`src/rtl/bp_cce_hybrid_req_router_pkg.sv`:
```
// Shared types for the hybrid CCE request router: header layout, CCE mode,
// data-control entry and the physical memory attribute (PMA) helper.
package bp_cce_hybrid_req_router_pkg;

   localparam int paddr_width_gp    = 40;
   localparam int lce_id_width_gp   = 4;
   localparam int dword_width_gp    = 64;
   localparam int max_chan_width_gp = 4;

   localparam logic [paddr_width_gp-1:0]    dram_base_addr_gp = 40'h00_8000_0000;
   localparam logic [max_chan_width_gp-1:0] coh_chan_gp       = '0;

   typedef enum logic [0:0] {
      e_cce_mode_normal   = 1'b0,
      e_cce_mode_uncached = 1'b1
   } bp_cce_mode_e;

   typedef enum logic [2:0] {
      e_bedrock_req_rd_miss = 3'b000,
      e_bedrock_req_wr_miss = 3'b001,
      e_bedrock_req_uc_rd   = 3'b010,
      e_bedrock_req_uc_wr   = 3'b011
   } bp_lce_req_type_e;

   typedef struct packed {
      bp_lce_req_type_e            msg_type;
      logic [lce_id_width_gp-1:0]  src_id;
      logic [2:0]                  size;
      logic [paddr_width_gp-1:0]   addr;
   } bp_lce_req_header_s;

   localparam int lce_req_header_width_gp = $bits(bp_lce_req_header_s);

   typedef struct packed {
      logic               has_data;
      bp_lce_req_header_s hdr;
   } bp_hdr_entry_s;

   typedef struct packed {
      logic                         has_data;
      logic [max_chan_width_gp-1:0] chan;
   } bp_cce_dctrl_s;

   // DRAM space is cacheable; everything below it is I/O.
   function automatic logic bp_pma_cacheable(input logic [paddr_width_gp-1:0] addr);
      return addr >= dram_base_addr_gp;
   endfunction

   function automatic logic bp_is_coherent_req(input bp_lce_req_type_e t);
      return (t == e_bedrock_req_rd_miss) || (t == e_bedrock_req_wr_miss);
   endfunction

endpackage

```
`src/rtl/bp_cce_hybrid_req_router_route.sv`:
```
// Channel select for one request: channel 0 for coherent traffic, otherwise
// 1 + the address interleave field for uncacheable traffic.
module bp_cce_hybrid_req_router_route
   import bp_cce_hybrid_req_router_pkg::*;
   #(parameter int num_out_p    = 3
    ,parameter int uc_sel_lsb_p = 12
    ,localparam int chan_w_lp   = $clog2(num_out_p))
   (input  logic [paddr_width_gp-1:0] addr_i
   ,input  bp_cce_mode_e              cce_mode_i
   ,output logic                      pma_cacheable_o
   ,output logic [chan_w_lp-1:0]      chan_o
   );

   localparam int sel_w_lp = $clog2(num_out_p-1);

   logic                 cacheable;
   logic [chan_w_lp-1:0] uc_chan;

   assign pma_cacheable_o = bp_pma_cacheable(addr_i);
   assign cacheable       = pma_cacheable_o & (cce_mode_i == e_cce_mode_normal);

   generate
      if (sel_w_lp == 0) begin : g_single_uc
         assign uc_chan = chan_w_lp'(1);
      end else begin : g_interleave_uc
         assign uc_chan = chan_w_lp'(1) + chan_w_lp'(addr_i[uc_sel_lsb_p +: sel_w_lp]);
      end
   endgenerate

   assign chan_o = cacheable ? chan_w_lp'(coh_chan_gp) : uc_chan;

endmodule

```
`src/rtl/bp_cce_hybrid_req_router.sv`:
```
// N-way LCE request splitter: header FIFO, route, data-control FIFO steering data beats.
// Optional per-channel saturating header counters: define BP_CCE_HYBRID_REQ_ROUTER_PERF_EN.
module bp_cce_hybrid_req_router
   import bp_cce_hybrid_req_router_pkg::*;
   #(parameter int lce_data_width_p = dword_width_gp
    ,parameter int num_out_p        = 3
    ,parameter int hdr_els_p        = 2
    ,parameter int data_ctrl_els_p  = 4
    ,parameter int uc_sel_lsb_p     = 12
    ,localparam int hdr_w_lp        = lce_req_header_width_gp
    ,localparam int chan_w_lp       = $clog2(num_out_p))
   (input  logic                                clk_i
   ,input  logic                                reset_n_i
   ,input  bp_cce_mode_e                        cce_mode_i
   ,input  logic                                stall_i
   ,output logic                                empty_o
   ,input  logic [hdr_w_lp-1:0]                 lce_req_header_i
   ,input  logic                                lce_req_header_v_i
   ,output logic                                lce_req_header_ready_and_o
   ,input  logic                                lce_req_has_data_i
   ,input  logic [lce_data_width_p-1:0]         lce_req_data_i
   ,input  logic                                lce_req_data_v_i
   ,output logic                                lce_req_data_ready_and_o
   ,input  logic                                lce_req_last_i
   ,output logic [num_out_p*hdr_w_lp-1:0]       req_header_o
   ,output logic [num_out_p-1:0]                req_header_v_o
   ,input  logic [num_out_p-1:0]                req_header_ready_and_i
   ,output logic [num_out_p-1:0]                req_has_data_o
   ,output logic [num_out_p*lce_data_width_p-1:0] req_data_o
   ,output logic [num_out_p-1:0]                req_data_v_o
   ,input  logic [num_out_p-1:0]                req_data_ready_and_i
   ,output logic [num_out_p-1:0]                req_last_o
`ifdef BP_CCE_HYBRID_REQ_ROUTER_PERF_EN
   ,output logic [num_out_p*32-1:0]             perf_hdr_count_o
`endif
   );

   localparam int hptr_w_lp = $clog2(hdr_els_p);
   localparam int hcnt_w_lp = $clog2(hdr_els_p+1);
   localparam int dptr_w_lp = $clog2(data_ctrl_els_p);
   localparam int dcnt_w_lp = $clog2(data_ctrl_els_p+1);

   bp_hdr_entry_s        hdr_mem_q [hdr_els_p];
   logic [hptr_w_lp-1:0] hwptr_q, hwptr_d, hrptr_q, hrptr_d;
   logic [hcnt_w_lp-1:0] hcnt_q, hcnt_d;

   bp_cce_dctrl_s        dctrl_mem_q [data_ctrl_els_p];
   logic [dptr_w_lp-1:0] dwptr_q, dwptr_d, drptr_q, drptr_d;
   logic [dcnt_w_lp-1:0] dcnt_q, dcnt_d;

   bp_hdr_entry_s        head;
   bp_cce_dctrl_s        dhead;
   logic                 head_v, hdr_fifo_ready, hdr_enq, hdr_deq, hdr_dispatch_v;
   logic                 dctrl_v, dctrl_ready, dctrl_enq, dctrl_deq;
   logic                 data_sel_v, data_hs, pma_cacheable;
   logic [chan_w_lp-1:0] hdr_chan;
   logic [num_out_p-1:0] data_sel_oh;

   assign head           = hdr_mem_q[hrptr_q];
   assign head_v         = (hcnt_q != '0);
   assign hdr_fifo_ready = (hcnt_q != hcnt_w_lp'(hdr_els_p));

   assign lce_req_header_ready_and_o = reset_n_i & ~stall_i & hdr_fifo_ready;
   assign hdr_enq = lce_req_header_v_i & lce_req_header_ready_and_o;

   bp_cce_hybrid_req_router_route
      #(.num_out_p(num_out_p), .uc_sel_lsb_p(uc_sel_lsb_p))
      route
      (.addr_i(head.hdr.addr)
      ,.cce_mode_i(cce_mode_i)
      ,.pma_cacheable_o(pma_cacheable)
      ,.chan_o(hdr_chan)
      );

   assign dhead       = dctrl_mem_q[drptr_q];
   assign dctrl_v     = (dcnt_q != '0);
   assign dctrl_ready = (dcnt_q != dcnt_w_lp'(data_ctrl_els_p));
   assign data_sel_v  = dctrl_v & dhead.has_data;

   // A header only leaves once its data-control slot is guaranteed.
   assign hdr_dispatch_v = head_v & dctrl_ready;

   genvar gi;
   generate
      for (gi = 0; gi < num_out_p; gi++) begin : g_chan
         assign req_header_v_o[gi] = hdr_dispatch_v & (hdr_chan == chan_w_lp'(gi));
         assign req_header_o[gi*hdr_w_lp +: hdr_w_lp] = head.hdr;
         assign req_has_data_o[gi] = head.has_data;
         assign data_sel_oh[gi]    = data_sel_v & (dhead.chan == max_chan_width_gp'(gi));
         assign req_data_v_o[gi]   = data_sel_oh[gi] & lce_req_data_v_i;
         assign req_data_o[gi*lce_data_width_p +: lce_data_width_p] = lce_req_data_i;
         assign req_last_o[gi]     = lce_req_last_i;
      end
   endgenerate

   assign hdr_deq   = |(req_header_v_o & req_header_ready_and_i);
   assign dctrl_enq = hdr_deq;

   assign lce_req_data_ready_and_o = |(data_sel_oh & req_data_ready_and_i);
   assign data_hs   = lce_req_data_v_i & lce_req_data_ready_and_o;
   assign dctrl_deq = dctrl_v & (~dhead.has_data | (data_hs & lce_req_last_i));

   assign empty_o = ~head_v & ~dctrl_v;

   always_comb begin
      hwptr_d = hwptr_q;
      hrptr_d = hrptr_q;
      dwptr_d = dwptr_q;
      drptr_d = drptr_q;
      hcnt_d  = hcnt_q + hcnt_w_lp'(hdr_enq) - hcnt_w_lp'(hdr_deq);
      dcnt_d  = dcnt_q + dcnt_w_lp'(dctrl_enq) - dcnt_w_lp'(dctrl_deq);
      if (hdr_enq)
         hwptr_d = (hwptr_q == hptr_w_lp'(hdr_els_p-1)) ? '0 : hwptr_q + hptr_w_lp'(1);
      if (hdr_deq)
         hrptr_d = (hrptr_q == hptr_w_lp'(hdr_els_p-1)) ? '0 : hrptr_q + hptr_w_lp'(1);
      if (dctrl_enq)
         dwptr_d = (dwptr_q == dptr_w_lp'(data_ctrl_els_p-1)) ? '0 : dwptr_q + dptr_w_lp'(1);
      if (dctrl_deq)
         drptr_d = (drptr_q == dptr_w_lp'(data_ctrl_els_p-1)) ? '0 : drptr_q + dptr_w_lp'(1);
   end

   always_ff @(posedge clk_i or negedge reset_n_i) begin
      if (!reset_n_i) begin
         hwptr_q <= '0;
         hrptr_q <= '0;
         hcnt_q  <= '0;
         dwptr_q <= '0;
         drptr_q <= '0;
         dcnt_q  <= '0;
      end else begin
         hwptr_q <= hwptr_d;
         hrptr_q <= hrptr_d;
         hcnt_q  <= hcnt_d;
         dwptr_q <= dwptr_d;
         drptr_q <= drptr_d;
         dcnt_q  <= dcnt_d;
      end
   end

   always_ff @(posedge clk_i) begin
      if (hdr_enq)
         hdr_mem_q[hwptr_q] <= {lce_req_has_data_i, lce_req_header_i};
      if (dctrl_enq)
         dctrl_mem_q[dwptr_q] <= {head.has_data, max_chan_width_gp'(hdr_chan)};
   end

`ifdef BP_CCE_HYBRID_REQ_ROUTER_PERF_EN
   generate
      for (gi = 0; gi < num_out_p; gi++) begin : g_perf
         logic [31:0] cnt_q;
         always_ff @(posedge clk_i or negedge reset_n_i) begin
            if (!reset_n_i)
               cnt_q <= '0;
            else if (req_header_v_o[gi] & req_header_ready_and_i[gi] & (cnt_q != 32'hFFFF_FFFF))
               cnt_q <= cnt_q + 32'd1;
         end
         assign perf_hdr_count_o[gi*32 +: 32] = cnt_q;
      end
   endgenerate
`endif

   assert property (@(posedge clk_i) disable iff (!reset_n_i)
      head_v |-> !(bp_is_coherent_req(head.hdr.msg_type) && !pma_cacheable));

   assert property (@(posedge clk_i) disable iff (!reset_n_i)
      lce_req_data_v_i |-> data_sel_v);

endmodule

```
`config.mk`:
```
export PLATFORM = sky130hd
export DESIGN_NAME = bp_cce_hybrid_req_router
export DESIGN_NICKNAME = d
export VERILOG_FILES = /design/src/rtl/bp_cce_hybrid_req_router_pkg.sv /design/src/rtl/bp_cce_hybrid_req_router_route.sv /design/src/rtl/bp_cce_hybrid_req_router.sv
export SDC_FILE = /design/constraint.sdc
export NUM_CORES = 1
export LEC_CHECK = 0
export BUFFER_PORTS_ARGS = -buffer_cell sky130_fd_sc_hd__buf_2
export CORE_AREA = 8 8 184 186
export CTS_CLUSTER_SIZE = 12
export DETAILED_ROUTE_END_ITERATION = 7
export DIE_AREA = 0 0 192 194
export SLEW_MARGIN = 5
export SYNTH_ARGS = -nofsm -noshare
export SYNTH_HDL_FRONTEND = slang
export SYNTH_SLANG_ARGS = --single-unit
```
`constraint.sdc`:
```
create_clock -name clk_i -period 4.6 [get_ports clk_i]
set_clock_uncertainty 0.15 [all_clocks]
set_input_delay 0.46 -clock clk_i [delete_from_list [all_inputs] [get_ports clk_i]]
set_output_delay 0.46 -clock clk_i [all_outputs]
set_load 0.1 [all_outputs]
```
==> summary.txt, run 1 <==
================================================================================
Result of the run .................................................    completed
Mean routed wirelength per cell ...................................      21.9 um
Top library cells by usage in the layout, fill and taps aside ..... 228 x buf_2, 114 x edfxtp_1, 54 x mux2_2, 17 x clkbuf_16, 11 x nor2_1
Master cell of the clock root buffer ..............................    clkbuf_16
Cell at the slowest stage of the critical path ....................      dfrtp_2
Worst path required time ..........................................      4.75 ns
Clock-pin slew on the worst setup and hold paths ..................      0.06 ns
Rows ..............................................................           65
Adder and majority gate portion of the synthesized area ...........        1.82%
Antenna Violating Nets Remaining ..................................            0
Source of the worst hold timing path .............................. lce_req_header_i[9]
Final Cell Area ...................................................    7270 um^2
Peak per-stage delay on the critical path .........................      0.74 ns
Transition at the pin with the smallest max-transition slack ......     0.593 ns
Count of endpoints failing setup in the final report ..............            0
Hold EP ........................................................... hdr_mem_q[1][9]
Number of pins exceeding their max-slew limit in the final report .            0
Total standard cell area after synthesis ..........................    7290 um^2
Worst slew slack as a fraction of its limit .......................        60.5%
Number of buffers inserted during clock tree synthesis ............           17
Number of flops mapped to enable cells by yosys ...................          114
Net count reported at finish ......................................          657
Multiplexer share of the synthesized area .........................        10.5%
Final GP Congestion ...............................................        0.680
Maximum capacitance violations ....................................            0
Buffer depth of the longest clock path ............................            2
Min cycle time layout .............................................      3.52 ns
Area delta synth->final ...........................................      -0.292%
Class of the tightest hold or removal check ....................... primary input to flop
Post-CTS setup buffer count .......................................            0
Pin count of the biggest net entering global routing ..............           38
Remaining DRCs ....................................................            0
Flop2flop setup slack .............................................      1.08 ns
R2R Path Start ....................................................      hrptr_q
Initial antenna violation count ...................................            6
Half-perimeter wire length of the detailed placement result .......      17.3 mm
Endpoint of the lowest-slack register-to-register path ............    dcnt_q[2]
Post-cts gate resize count ........................................            0
Maximum clock frequency ...........................................      284 MHz
Clock tree from TritonCTS .........................................          yes
Critical path capture point type ..................................         flop
Final Routed Wirelength ...........................................      20.5 mm
Main flop type after synthesis ....................................     edfxtp_1
Synthesized netlist net count .....................................          711
Count of hold buffers inserted by post-cts repair .................            1
Die Y-Extent ......................................................       194 um
Synth Area in Simple Gates ........................................        3.55%
Async set or reset register ratio after synthesis .................        8.80%
Most common cell on crit path .....................................        inv_1
Vias per Instance .................................................         3.82
Setup repair after global routing missed its margin ...............        false
DRT Pass-1 Iters ..................................................            4
Clock network latency to the later pin of the worst-skew pair .....      0.41 ns
Element type at the critical path start ...........................         flop
Compound-gate portion of the synthesized area .....................        1.08%
Initial detailed-routing violation count ..........................          112
Cell count of the worst hold path .................................            1
Starting density of the core ......................................        23.5%
Number of top-level pins ..........................................          485
Grt ovf ...........................................................            0
Combinational family with the most area after synthesis ........... buffers and inverters
Final cycle utilization of the critical path ......................        76.6%
Worst Setup Path Type ............................................. flop to flop
Area enclosed by the die boundary .................................   37200 um^2
Setup tns final ...................................................         0 ns
CTS HTree Levels ..................................................            4
Standard cell core area ...........................................   31100 um^2
Post-layout util ..................................................        23.4%
Synthesis-stage register bit count ................................          125
Overall global routing resource usage .............................        10.7%
Cells along the critical path ..................................... or4b_4 > nor4_4 > o31a_1 > o21a_1 > inv_1 > ha_1 > inv_1 > ha_1 > inv_1 > fa_1 > xnor2_1 > xnor2_1
Part of the Yosys area used for sequential elements ...............        50.7%
Via count .........................................................         3579
Hold violation total from the final report ........................            0
Largest fanout on the critical path ...............................           23
Number of sinks handled by clock tree synthesis ...................          125
Wire length of the first global-routing pass ......................      28.2 mm
Leading cell type in the layout, fill and taps excluded ...........        buf_2
Layout cell share with drive strength beyond 1 ....................        62.4%
Placed standard-cell area .........................................    6700 um^2
Instance count of the mapped netlist ..............................          573
Count of input and output buffers .................................          228
Via count of the first global-routing pass ........................         4169
Crit path arrival time ............................................      3.67 ns
Depth of the worst register-to-register path ......................           12
Post-synthesis area per instance ..................................    12.7 um^2
Horizontal die dimension ..........................................       192 um
Share of the synthesized netlist area taken by xor and xnor gates .       0.601%
Post-synthesis cell type count ....................................           39
Yosys warnings ....................................................            0
================================================================================
## worst max-delay path, delay by kind of cell, from the launching register on
kind | cells | cell delay, ns
compound gates | 2 | 0.46
xor+xnor | 2 | 0.27
fa+ha+maj | 3 | 0.79
buf+inv | 3 | 0.18
flops | 1 | 0.74
simple gates | 2 | 0.81
## sequential cells by signal (all words and copies together), names as in the netlist
register	count
hcnt_q	2
dcnt_q	3
drptr_q	2
dwptr_q	2
hrptr_q	1
hdr_mem_q	102
hwptr_q	1
dctrl_mem_q	12
## layer usage
metal,track usage [%],share of wire [%],vias up
met5,0.274,0.13,-
met1,7.97,28,1619
met3,5.65,13,39
met2,21.6,57,363
met4,4.30,2.4,4
li1,-,-,1554
## through the flow
step	hold slack, ns	instances	setup WS (ns)
3_5_place_dp	0.226	901	1.02
5_1_grt	0.0535	935	0.888
6_report	0.0797	937	1.08
2_1_floorplan	0.0144	573	0.529
3_3_place_gp	0.221	901	1.03
4_1_cts	0.0495	934	1.00
## cells in the mapped netlist (2+ instances only)
cell type,number,area (um^2)
nand2_1,3,11.3
o21ai_0,2,10.0
dfrtp_1,11,275
clkbuf_1,6,22.5
buf_4,298,2240
inv_1,9,33.8
nand2b_1,4,25.0
xnor2_1,5,43.8
edfxtp_1,114,3420
nor3b_1,2,15.0
mux2_2,54,608
mux4_2,4,90.1
nor4_1,2,12.5
ha_1,9,113
nor2_1,12,45.0
mux2_4,2,30.0
nor2b_1,2,12.5
nor3_1,6,30.0
mux2i_1,4,40.0
and2_1,5,31.3
## how the worst max path moves through the flow
stage                         start  slack [ns]  cells past startpoint               to
after floorplan           hcnt_q[1]        0.53                      4  hdr_mem_q[0][0]
after global placement      hrptr_q        1.03                     12        dcnt_q[2]
after detailed placement    hrptr_q        1.02                     12        dcnt_q[2]
after CTS                   hrptr_q        1.00                     12        dcnt_q[2]
after global routing        hrptr_q        0.89                     12        dcnt_q[2]
final                       hrptr_q        1.08                     12        dcnt_q[2]
## kinds of logic (layout without fill, tap and decap cells)
logic type      count (synthesis)  in the layout
compound gates                 10             10
xor+xnor                        5              5
fa+ha+maj                      10             10
buf+inv                       315            274
flops                         125            125
mux                            64             64
other cells                     0              3
simple gates                   44             44
## final cells by class
| type | instances | area, um^2 |
|---|---|---|
| fillers | 3292 | 23800 |
| repair buffers | 233 | 1180 |
| clock buffers | 18 | 429 |
| multi-input cells | 133 | 1300 |
| diodes | 3 | 7.51 |
| inverters | 9 | 33.8 |
| clock inverters | 14 | 119 |
| well taps | 402 | 503 |
| flip-flops and latches | 125 | 3700 |
Power of run 1 is left out: the tool's default activity adds up to more than one toggle a clock period on the data nets, which glitch-free logic cannot reach.
==> run 2: changes to the inputs <==
Clock period 4.6 ns to 3.5 ns, I/O delays scaled along.
==> summary.txt, run 2 (synthesis gave the netlist of run 1 again) <==
================================================================================
Hold violation total from the final report ........................            0   unchanged
Rows ..............................................................           65   unchanged
Final cycle utilization of the critical path ......................        93.2%   +17 points
Clock tree from TritonCTS .........................................          yes
Depth of the worst register-to-register path ......................           12   unchanged
Number of top-level pins ..........................................          485   unchanged
Vias per Instance .................................................         3.80   -0.56%
Initial detailed-routing violation count ..........................          125   +12%
Pin count of the biggest net entering global routing ..............           52   +37%
Number of buffers inserted during clock tree synthesis ............           17   unchanged
Area enclosed by the die boundary .................................   37200 um^2   unchanged
Maximum capacitance violations ....................................            0   unchanged
Clock-pin slew on the worst setup and hold paths ..................      0.06 ns   about the same
Global routing usage on met2 ......................................        21.0%   -0.60 points
GR Layer Usage met1 ...............................................        7.97%   about the same
Net count reported at finish ......................................          709   +7.9%
Mean routed wirelength per cell ...................................      20.8 um   -5.0%
Crit path arrival time ............................................      3.40 ns   -0.27 ns
Post-CTS setup buffer count .......................................            0   unchanged
R2R Path Start ....................................................   drptr_q[0]
Buffer depth of the longest clock path ............................            2   unchanged
Layout cell share with drive strength beyond 1 ....................        57.0%   -5.4 points
Number of sinks handled by clock tree synthesis ...................          125   unchanged
Worst Setup Slack post-DPL ........................................     0.211 ns   -0.812 ns
Horizontal die dimension ..........................................       192 um   unchanged
Critical path capture point type ..................................         flop
Min cycle time layout .............................................      3.26 ns   -0.259 ns
Grt ovf ...........................................................            0   unchanged
CTS HTree Levels ..................................................            4   unchanged
Starting density of the core ......................................        23.5%   unchanged
Top reg by flops ..................................................    hdr_mem_q
CP top delay family ............................................... multiplexers
Result of the run .................................................    completed
Leading cell type in the layout, fill and taps excluded ...........        buf_2
Worst Setup Path Type ............................................. flop to flop
Remaining DRCs ....................................................            0   unchanged
Flop2flop setup slack .............................................      0.24 ns   -0.84 ns
Half-perimeter wire length of the detailed placement result .......      16.4 mm   -5.4%
Met3 Usage GRT ....................................................        5.83%   +0.18 points
Final GP Congestion ...............................................        0.700   +3.0%
Final Routed Wirelength ...........................................      20.5 mm   about the same
Setup repair after global routing missed its margin ...............        false
Layer with the highest usage after global routing .................         met2
Worst path required time ..........................................      3.64 ns   -1.11 ns
Diodes inserted ...................................................            0   -3
Die Y-Extent ......................................................       194 um   unchanged
Standard cell core area ...........................................   31100 um^2   unchanged
Number of pins exceeding their max-slew limit in the final report .            0   unchanged
Clock network latency to the later pin of the worst-skew pair .....      0.41 ns   about the same
Peak per-stage delay on the critical path .........................      0.59 ns   -0.15 ns
Via count of the first global-routing pass ........................         4336   +4.0%
Top library cells by usage in the layout, fill and taps aside ..... 228 x buf_2, 114 x edfxtp_1, 54 x mux2_2, 52 x dlygate4sd3_1, 17 x clkbuf_16
Launching instance or port of the critical path ...................   drptr_q[0]
Element type at the critical path start ...........................         flop
Largest registers ................................................. hdr_mem_q x102, dctrl_mem_q x12, dcnt_q x3
Worst setup path endpoint .........................................    dcnt_q[2]
Wire length of the first global-routing pass ......................      28.3 mm   +0.56%
Worst path bufs/invs ..............................................            3   unchanged
Count of input and output buffers .................................          228   unchanged
Maximum clock frequency ...........................................      306 MHz   +7.9%
Max reg flops .....................................................          102   unchanged
DRT Pass-1 Iters ..................................................            5   +1
Class of the tightest hold or removal check ....................... primary input to flop
Worst path setup slack after routing ..............................     0.237 ns   -0.841 ns
Cells along the critical path ..................................... mux4_2 > mux2i_1 > o22ai_1 > a41oi_2 > inv_1 > ha_1 > inv_1 > ha_1 > inv_1 > fa_1 > xnor2_1 > xnor2_1
Antenna Violating Nets Remaining ..................................            0   unchanged
Endpoint of the lowest-slack register-to-register path ............    dcnt_q[2]
Initial antenna violation count ...................................            1   -5
Master cell of the clock root buffer ..............................    clkbuf_16
Transition at the pin with the smallest max-transition slack ......     0.743 ns   +0.150 ns
Setup tns final ...................................................         0 ns   unchanged
Area delta synth->final ...........................................        8.07%
Count of endpoints failing setup in the final report ..............            0   unchanged
Largest fanout on the critical path ...............................            9   -61%
Worst slew slack as a fraction of its limit .......................        50.4%   -10 points
Logic depth of the worst path, buffers included ...................           12   unchanged
Cell at the slowest stage of the critical path ....................       mux4_2
Overall global routing resource usage .............................        10.5%   -0.16 points
Most common cell on crit path .....................................        inv_1
Via count .........................................................         3745   +4.6%
================================================================================
==> run 2: layout make-up <==
type,instances,area [um^2]
fillers,3213,23200
flip-flops and latches,125,3700
clock buffers,25,475
well taps,402,503
repair buffers,285,1710
clock inverters,7,138
multi-input cells,133,1320
inverters,9,33.8
==> run 2: worst min path at each step <==
stage | to | start | slack, ns | depth (start not counted)
final | hwptr_q | lce_req_header_v_i | 0.18 | 3
after floorplan | dcnt_q[0] | reset_n_i | -0.1 | 0
after global routing | hwptr_q | lce_req_header_v_i | 0.18 | 3
after global placement | hwptr_q | reset_n_i | 0.13 | 1
after detailed placement | hwptr_q | reset_n_i | 0.13 | 1
after CTS | hwptr_q | lce_req_header_v_i | 0.16 | 3
==> run 2: worst register-to-register path: stages, from the launching register on <==
cell and delay (ns):
dfrtp_1 0.53, mux4_2 0.59, mux2i_1 0.22, o22ai_1 0.13, a41oi_2 0.31, inv_1 0.08
ha_1 0.27, inv_1 0.05, ha_1 0.13, inv_1 0.05, fa_1 0.37, xnor2_1 0.14
xnor2_1 0.12
==> run 2: stage by stage <==
stage                     std cells  utilization (%)  area (um^2)  hold slack, ns
after global placement          902             21.7         6750           0.127
final                           986             25.4         7880           0.179
after floorplan                 573                -         7320         -0.0956
after detailed placement        902             21.7         6750           0.131
after global routing            986             25.4         7880           0.178
after CTS                       986             25.4         7880           0.157
==> run 2: metal layers <==
metal / up-vias / part of all wire, %
met2: 370 / 57
met5: - / 0.058
li1: 1650 / -
met3: 20 / 13
met1: 1703 / 28
met4: 2 / 1.8
==> run 2: timing repair <==
item / 4_1_cts / 5_1_grt
hold buffers: 52 / 0
hold endpoints to repair: 113 / 0
resized for setup: 0 / 0
Power of run 2 is left out for the same reason.
